**src/rtl/alarm_pkg.sv**
```systemverilog
// Shared types, parameter indices and default intervals for the alarm controller.
// Latency: n/a (declarations only).
// Backpressure: n/a.
package alarm_pkg;

    // State encoding is visible on state_out, so the values are fixed.
    typedef enum logic [2:0] {
        ARMED       = 3'd0,
        TRIGGERED   = 3'd1,
        SOUND_ALARM = 3'd2,
        DISARMED    = 3'd3,
        WAIT_OPEN   = 3'd4,
        WAIT_CLOSE  = 3'd5,
        ARM_DELAY   = 3'd6
    } state_t;

    // Indices into the interval register file.
    localparam logic [1:0] P_ARM    = 2'd0;
    localparam logic [1:0] P_DRIVER = 2'd1;
    localparam logic [1:0] P_PASS   = 2'd2;
    localparam logic [1:0] P_ALARM  = 2'd3;

    // Default intervals in seconds.
    localparam logic [3:0] T_ARM_DELAY_DEF = 4'd6;
    localparam logic [3:0] T_DRIVER_DEF    = 4'd8;
    localparam logic [3:0] T_PASSENGER_DEF = 4'd15;
    localparam logic [3:0] T_ALARM_ON_DEF  = 4'd10;

    // A zero interval would make the timer expire immediately; store it as one second.
    function automatic logic [3:0] clamp_interval(input logic [3:0] value);
        return (value == 4'd0) ? 4'd1 : value;
    endfunction

    // Power-on value of each interval register.
    function automatic logic [3:0] param_default(input logic [1:0] sel);
        logic [3:0] value;
        case (sel)
            P_ARM:    value = T_ARM_DELAY_DEF;
            P_DRIVER: value = T_DRIVER_DEF;
            P_PASS:   value = T_PASSENGER_DEF;
            default:  value = T_ALARM_ON_DEF;
        endcase
        return value;
    endfunction

endpackage

```
**src/rtl/alarm_time_params.sv**
```systemverilog
// Four reprogrammable 4-bit interval registers with reset defaults and zero clamping.
// Latency: write lands on the next clock edge; read port is combinational.
// Backpressure: none; a write strobe is always accepted.
module alarm_time_params
    import alarm_pkg::*;
(
    input  logic       clock,
    input  logic       reset,
    input  logic       wr_en,
    input  logic [1:0] wr_sel,
    input  logic [3:0] wr_value,
    input  logic [1:0] rd_sel,
    output logic [3:0] rd_value
);

    logic [3:0] regs [4];

    // Register file: defaults on reset, clamped write otherwise.
    always_ff @(posedge clock) begin
        if (reset) begin
            for (int i = 0; i < 4; i++) begin
                regs[i] <= param_default(2'(i));
            end
        end else if (wr_en) begin
            regs[wr_sel] <= clamp_interval(wr_value);
        end
    end

    // The FSM reads the interval it is about to start in the same cycle it decides to start.
    assign rd_value = regs[rd_sel];

endmodule

```
**src/rtl/alarm_controller.sv**
```systemverilog
// Anti-theft sequencer driving the shared countdown timer, the siren and the status LED.
// Latency: every output is registered; start_timer rises one cycle after the causing input.
// Backpressure: none; inputs are sampled every cycle, timer events arrive as 1-cycle pulses.
module alarm_controller
    import alarm_pkg::*;
(
    input  logic       clock,
    input  logic       reset,
    input  logic       ignition,
    input  logic       driver_door,
    input  logic       passenger_door,
    input  logic       reprogram,
    input  logic [1:0] param_sel,
    input  logic [3:0] param_value,
    input  logic       expired_pulse,
    input  logic       one_hz,
    output logic       start_timer,
    output logic [3:0] interval_value,
    output logic       siren,
    output logic       status_led,
    output logic [2:0] state_out
);

    state_t     state;
    state_t     state_nxt;
    logic       run_valid;
    logic       run_valid_nxt;
    logic       start_nxt;
    logic [1:0] sel_nxt;
    logic       siren_nxt;
    logic       led_nxt;
    logic [3:0] param_rd;
    logic       any_door;
    logic       expiry;

    alarm_time_params u_params (
        .clock    (clock),
        .reset    (reset),
        .wr_en    (reprogram),
        .wr_sel   (param_sel),
        .wr_value (param_value),
        .rd_sel   (sel_nxt),
        .rd_value (param_rd)
    );

    assign any_door = driver_door | passenger_door;

    // An expiry only counts for a run we own. While start_timer is high the timer is
    // reloading, so any pulse seen then belongs to the previous run and is dropped.
    assign expiry = expired_pulse & run_valid & ~start_timer;

    // Next-state, timer start and output decisions.
    always_comb begin
        state_nxt     = state;
        run_valid_nxt = run_valid;
        start_nxt     = 1'b0;
        sel_nxt       = P_ARM;
        siren_nxt     = siren;
        led_nxt       = status_led;

        if (reprogram) begin
            // A parameter write re-arms and abandons any running interval.
            state_nxt     = ARMED;
            run_valid_nxt = 1'b0;
            siren_nxt     = 1'b0;
        end else if (ignition && (state != DISARMED)) begin
            // The owner's key always wins over the alarm sequence.
            state_nxt     = DISARMED;
            run_valid_nxt = 1'b0;
            siren_nxt     = 1'b0;
            led_nxt       = 1'b0;
        end else begin
            if (expiry) begin
                run_valid_nxt = 1'b0;
            end

            case (state)
                ARMED: begin
                    siren_nxt = 1'b0;
                    if (one_hz) begin
                        led_nxt = ~status_led;
                    end
                    // Driver door takes precedence when both open together.
                    if (driver_door) begin
                        state_nxt = TRIGGERED;
                        start_nxt = 1'b1;
                        sel_nxt   = P_DRIVER;
                        led_nxt   = 1'b1;
                    end else if (passenger_door) begin
                        state_nxt = TRIGGERED;
                        start_nxt = 1'b1;
                        sel_nxt   = P_PASS;
                        led_nxt   = 1'b1;
                    end
                end

                TRIGGERED: begin
                    led_nxt   = 1'b1;
                    siren_nxt = 1'b0;
                    if (expiry) begin
                        state_nxt = SOUND_ALARM;
                        siren_nxt = 1'b1;
                    end
                end

                SOUND_ALARM: begin
                    siren_nxt = 1'b1;
                    led_nxt   = 1'b1;
                    if (any_door) begin
                        // Reopening during the hold period cancels it; the hold
                        // restarts from scratch once everything is closed again.
                        if (run_valid) begin
                            run_valid_nxt = 1'b0;
                        end
                    end else if (!run_valid) begin
                        start_nxt = 1'b1;
                        sel_nxt   = P_ALARM;
                    end else if (expiry) begin
                        state_nxt = ARMED;
                        siren_nxt = 1'b0;
                    end
                end

                DISARMED: begin
                    siren_nxt = 1'b0;
                    led_nxt   = 1'b0;
                    if (!ignition) begin
                        state_nxt = WAIT_OPEN;
                    end
                end

                WAIT_OPEN: begin
                    siren_nxt = 1'b0;
                    led_nxt   = 1'b0;
                    if (driver_door) begin
                        state_nxt = WAIT_CLOSE;
                    end
                end

                WAIT_CLOSE: begin
                    siren_nxt = 1'b0;
                    led_nxt   = 1'b0;
                    if (!any_door) begin
                        state_nxt = ARM_DELAY;
                        start_nxt = 1'b1;
                        sel_nxt   = P_ARM;
                    end
                end

                ARM_DELAY: begin
                    siren_nxt = 1'b0;
                    led_nxt   = 1'b0;
                    if (any_door) begin
                        state_nxt     = WAIT_CLOSE;
                        run_valid_nxt = 1'b0;
                    end else if (expiry) begin
                        state_nxt = ARMED;
                    end
                end

                default: begin
                    state_nxt     = ARMED;
                    run_valid_nxt = 1'b0;
                    siren_nxt     = 1'b0;
                    led_nxt       = 1'b0;
                end
            endcase

            // A fresh start owns the timer regardless of any expiry this cycle.
            if (start_nxt) begin
                run_valid_nxt = 1'b1;
            end
        end
    end

    // State, run ownership and all registered outputs.
    always_ff @(posedge clock) begin
        if (reset) begin
            state          <= ARMED;
            run_valid      <= 1'b0;
            start_timer    <= 1'b0;
            interval_value <= 4'd0;
            siren          <= 1'b0;
            status_led     <= 1'b0;
        end else begin
            state       <= state_nxt;
            run_valid   <= run_valid_nxt;
            start_timer <= start_nxt;
            if (start_nxt) begin
                interval_value <= param_rd;
            end
            siren      <= siren_nxt;
            status_led <= led_nxt;
        end
    end

    assign state_out = 3'(state);

endmodule

```
**config.mk**
```make
export PLATFORM = sky130hd
export DESIGN_NAME = alarm_controller
export DESIGN_NICKNAME = d
export VERILOG_FILES = /design/src/rtl/alarm_pkg.sv /design/src/rtl/alarm_time_params.sv /design/src/rtl/alarm_controller.sv
export SDC_FILE = /design/constraint.sdc
export NUM_CORES = 1
export LEC_CHECK = 0
export BUFFER_PORTS_ARGS = -buffer_cell sky130_fd_sc_hd__buf_2
export CORE_ASPECT_RATIO = 1.75
export CORE_MARGIN = 2
export CORE_UTILIZATION = 55
export CTS_CLUSTER_DIAMETER = 50
export CTS_CLUSTER_SIZE = 8
export DETAILED_ROUTE_END_ITERATION = 8
export PLACE_DENSITY = 0.78
export SETUP_SLACK_MARGIN = 0.1
export SYNTH_ARGS = -nofsm -noshare
export SYNTH_HDL_FRONTEND = slang
export SYNTH_SLANG_ARGS = --single-unit
```
**constraint.sdc**
```tcl
create_clock -name clock -period 3.3 [get_ports clock]
set_input_delay 0.66 -clock clock [delete_from_list [all_inputs] [get_ports clock]]
set_output_delay 0.66 -clock clock [all_outputs]
set_load 0.01 [all_outputs]
```
# Yosys cells after proc, flatten, opt, wreduce, memory -nomap -nowiden
# Memories as Yosys holds them, arrays and structs flattened. A register that Yosys moved wholly into a read port is not among the register bits.
# Cells that the tools add are included.
# Widths: inputs -> output; s select.
# word_totals
word_cells	104
inputBits	14
ramBits	16
ff_bits	7
mem_count	1
output_inout_bits	10
# memory_table
name	words	word_bits	rd	rd_clocked_by_memory_dff	wr	line_no	rtl
u_params.regs	4	4	1	1	4	alarm_time_params.sv:16	logic [3:0] regs [4];
# classes
bitwise	6
mux	58
n_reduce_logical	11
n_eq_ne	22
# ops
op	count
$mux 3	10
$mux 1	28
$mux 4	6
$ne 3x3->1 const B	7
$pmux 3 s7	1
$mux 2	8
$reduce_and 7->1	2
$ne 2x2->1 const B	6
$eq 3x3->1 const B	3
$eq 3x2->1 const B	2
$pmux 1 s3	2
$ne 5x5->1 const B	1
$reduce_or 5->1	1
$logic_not 4->1	1
$ne 4x4->1 const B	1
$pmux 1 s2	2
$pmux 2 s2	1
$reduce_or 2->1	2
$reduce_or 4->1	1
$eq 3x1->1 const B	1
$logic_not 3->1	1
$ne 3x2->1 const B	1
$not 1->1	3
$reduce_or 3->1	1
other kinds (4)	5

# Logic depth before layout (Yosys ltp)
# depth
word_depth	7
ltp_mapped	6
depth_no_buf	5

# Modules after synthesis
# From an unflattened synthesis, not the netlist that was laid out.
# hier_totals
cells_unflattened	139
area_unflattened_um2	1560.2
# modules_own_cells
mod	area_each_um2	cells_per_inst	n_inst	seq_area_each_um2
alarm_time_params	789.5	46	1	480.5
alarm_controller	770.7	93	1	220.2

# Worst setup path after synthesis
# OpenSTA, ideal clock, no wires.
# synth_timing
path_type	input -> register
startpoint	input reset
endpoint	memory u_params.regs[2][0] (enable)
t_arrival_ps	1461
setup_ps	298
stages	3
n_path_buf	0
slack_ps	1541
t_required_ps	3002
path_cell_list	nand2b_1 > nor3b_1 > or2_2
# synth_rtl
item	line_no	rtl
start: declaration	alarm_controller.sv:8	input logic reset,
end: declaration	alarm_time_params.sv:16	

==> impl_results.md <==
- Status: complete, no violations
- # diodes: 0
- Final Setup Violations: 0
- Crit Reg-Reg Endpoint: interval_value[0]$_SDFFE_PP0P_
- Rows: 24
- Largest net degree at the start of global routing: 17
- Setup TNS: 0 ns
- WL/cell: 15.7 µm
- Root Buffer Master: clkbuf_8
- Clock Latency Late Sink: 0.27 ns
- Final HPWL DP: 2400 µm
- Post-synth top area cell: edfxtp_1
- ANT nets after route: 0
- I/O Buffers: 23
- RSZ-0062 raised after global routing: no
- Min-Delay Path Depth: 2
- Pre-Repair DR Iteration Count: 3
- Placed Instance Area: 0.00155 mm²
- Final hold viol count: 0
- Worst IR Drop VDD: 0.317 mV
- Clk_skew: 0.00563 ns
- # hold bufs at CTS: 0
- Post-synth EDFFs: 16
- Share of layout cells above drive strength 1: 26.2%
- Global-route wire length before repair: 5040 µm
- CTS tree: yes
- Layout area overhead: 11.6%
- Library cells used by synthesis: 45
- Rel. slew slack: 65.4%
- Hold Path Class: reg2reg
- Die height: 71.5 µm
- DR iter-0 viols: 20
- Crit path from: reset
- Fraction of registers with async set/reset: 0%
- Worst Setup End Kind: register
- Syn_nets: 155
- All-Layer GR Usage: 22.4%
- Tcrit/Tclk final: 56.4%
- CTS Buf Count: 3
- Worst setup SP type: input pin
- GRT Residual Overflow: 0
- Synth top area share: 33.5%
- Vias in the first global route: 1,162
- Setup Fix Bufs, Post-CTS: 0
- Syn avg cell area: 10.2 µm²
- WP data arrival: 1.85 ns
- Critical path class: in2reg
- Chip Width: 42.6 µm
- Warnings, synthesis: 0
- Top area cells in the synthesized netlist: edfxtp_1 34%, dfxtp_1 15%, o21ai_0 3.5%, nor2_1 3.4%, a21boi_0 2.6%
- Synthesized area: 0.00143 mm²
- Power Dens Cells: 418 mW/mm²
- Worst reg2reg path startpoint: state_out[1]$_SDFFE_PP0P_
- Initial antenna violation count: 0
- Ports: 24
- Routed wire length: 2980 µm
- Worst hold start: interval_value[1]$_SDFFE_PP0P_
- Synth Flop Type: edfxtp_1
- Via Count: 1,136
- Die area: 0.00305 mm²
- Largest fanout on the critical path: 14
- Post-route DRC: 0
- Worst Path Required: 3.29 ns
- GP Congestion: 0.883
- Worst Reg-to-Reg Cells: 5
- Slew Limit Fails: 0
- Total Nets Final: 179
- Vias per inst: 5.98
- Final Cell Area: 0.00160 mm²
- Htree depth: 1
- # fillers: 214
- Clock-pin slew on the worst setup and hold paths: 0.09 ns
- Worst Max-Slew Pin Slew: 0.518 ns
- Fmax: 538 MHz
- Leakage: 0.623 nW
- Total core area: 0.00249 mm²
- Synthesized flop and latch total: 27
- Clk buf depth: 2
- Gate Count Post-Synth: 141
- Initial Utilization: 57.5%
- PostCTS Resize Cnt: 0
- Minimum period implied by the final worst setup slack: 1.86 ns
- MaxCap Viol Count: 0
- Flop-to-flop setup slack: 1.47 ns
- Sink Count: 27
- Hold Path Sink: interval_value[1]$_SDFFE_PP0P_
- Post-synthesis sequential area ratio: 48.9%
stage by stage:
stage                     cells  total power (W)  worst slack [ns]  hold slack, ns  utilization, %
final                       190         0.000669              1.44           0.496            64.2
after global routing        190         0.000700              1.31           0.533            64.2
after CTS                   190         0.000670              1.43           0.500            64.2
after detailed placement    186         0.000493              1.14           0.480            62.3
after global placement      186         0.000489              1.20           0.473            62.3
after floorplan             141         0.000457              1.54           0.504               -
cell usage after synthesis (2+ instances only):
cell and number:
edfxtp_1 16, nor2_1 13, dfxtp_1 11, nand2_1 10, o21ai_0 10, a21oi_1 6
or2_2 6, a21boi_0 5, nand2b_1 5, nor2b_1 5, and2_1 4, nor3_1 4
a311oi_1 3, inv_1 3, mux2i_1 3, or2_0 3, a31o_2 2, and2b_1 2
clkbuf_1 2, nor2_2 2, nor3b_1 2
worst max-delay path by stage:
stage,end,slack [ns]
5_1_grt,u_params.regs[2][2]$_SDFFCE_PN1P_,1.31
3_5_place_dp,u_params.regs[2][1]$_SDFFCE_PN1P_,1.14
4_1_cts,u_params.regs[2][0]$_SDFFCE_PN1P_,1.43
6_report,u_params.regs[2][0]$_SDFFCE_PN1P_,1.44
3_3_place_gp,u_params.regs[2][1]$_SDFFCE_PN1P_,1.20
2_1_floorplan,u_params.regs[2][0]$_SDFFCE_PN1P_,1.54
layout by cell type (no fill, tap or decap), types with 5 or more instances in the layout:
master    count
dfxtp_1      11
buf_2        23
nor2b_1       5
nor2_1       13
edfxtp_1     16
a21boi_0      5
a21oi_1       6
o21ai_0      10
nand2b_1      5
or2_2         6
nand2_1      10
cell type report:
class / count / area, µm² / area share [%]
tap: 26 / 32.5 / 2.03
clock buffer: 4 / 45.0 / 2.82
timing repair buffer: 23 / 115 / 7.20
inverter: 3 / 11.3 / 0.704
sequential: 27 / 701 / 43.8
multi-input combinational: 107 / 694 / 43.4
sequential cells by signal (all words and copies together) (netlist names):
| name | count |
|---|---|
| interval_value | 4 |
| status_led | 1 |
| start_timer | 1 |
| u_params.regs | 16 |
| state_out | 3 |
| run_valid | 1 |
| siren | 1 |
power by group:
part	leakage (nW)	switching [W]	internal (W)	total [W]
Combinational	0.353	0.0000543	0.0000399	0.0000942
Sequential	0.247	0.0000124	0.000378	0.000391
Clock	0.0228	0.0000970	0.0000865	0.000184
worst max-delay path, cell delays in order:
cell      delay [ns]
buf_2           0.18
nand2b_1        0.25
nor3b_1         0.50
or2_2           0.26
routing by layer:
layer | vias to the layer above | GRT usage, % | wire length [µm]
met4 | 0 | 14.2 | 140
met2 | 27 | 44.1 | 1740
met1 | 536 | 20.0 | 1050
li1 | 562 | - | -
met3 | 11 | 3.02 | 53
met5 | - | 0 | 0
cells by family after synthesis:
| family | count (synthesis) | share of synthesized area [%] |
|---|---|---|
| muxes | 5 | 3.67 |
| AOI/OAI and AO/OA | 39 | 19.1 |
| buffers and inverters | 7 | 2.62 |
| and+or+nand+nor | 63 | 25.7 |
| DFF | 27 | 48.9 |
No activity file was read; power rests on OpenSTA's default activity.
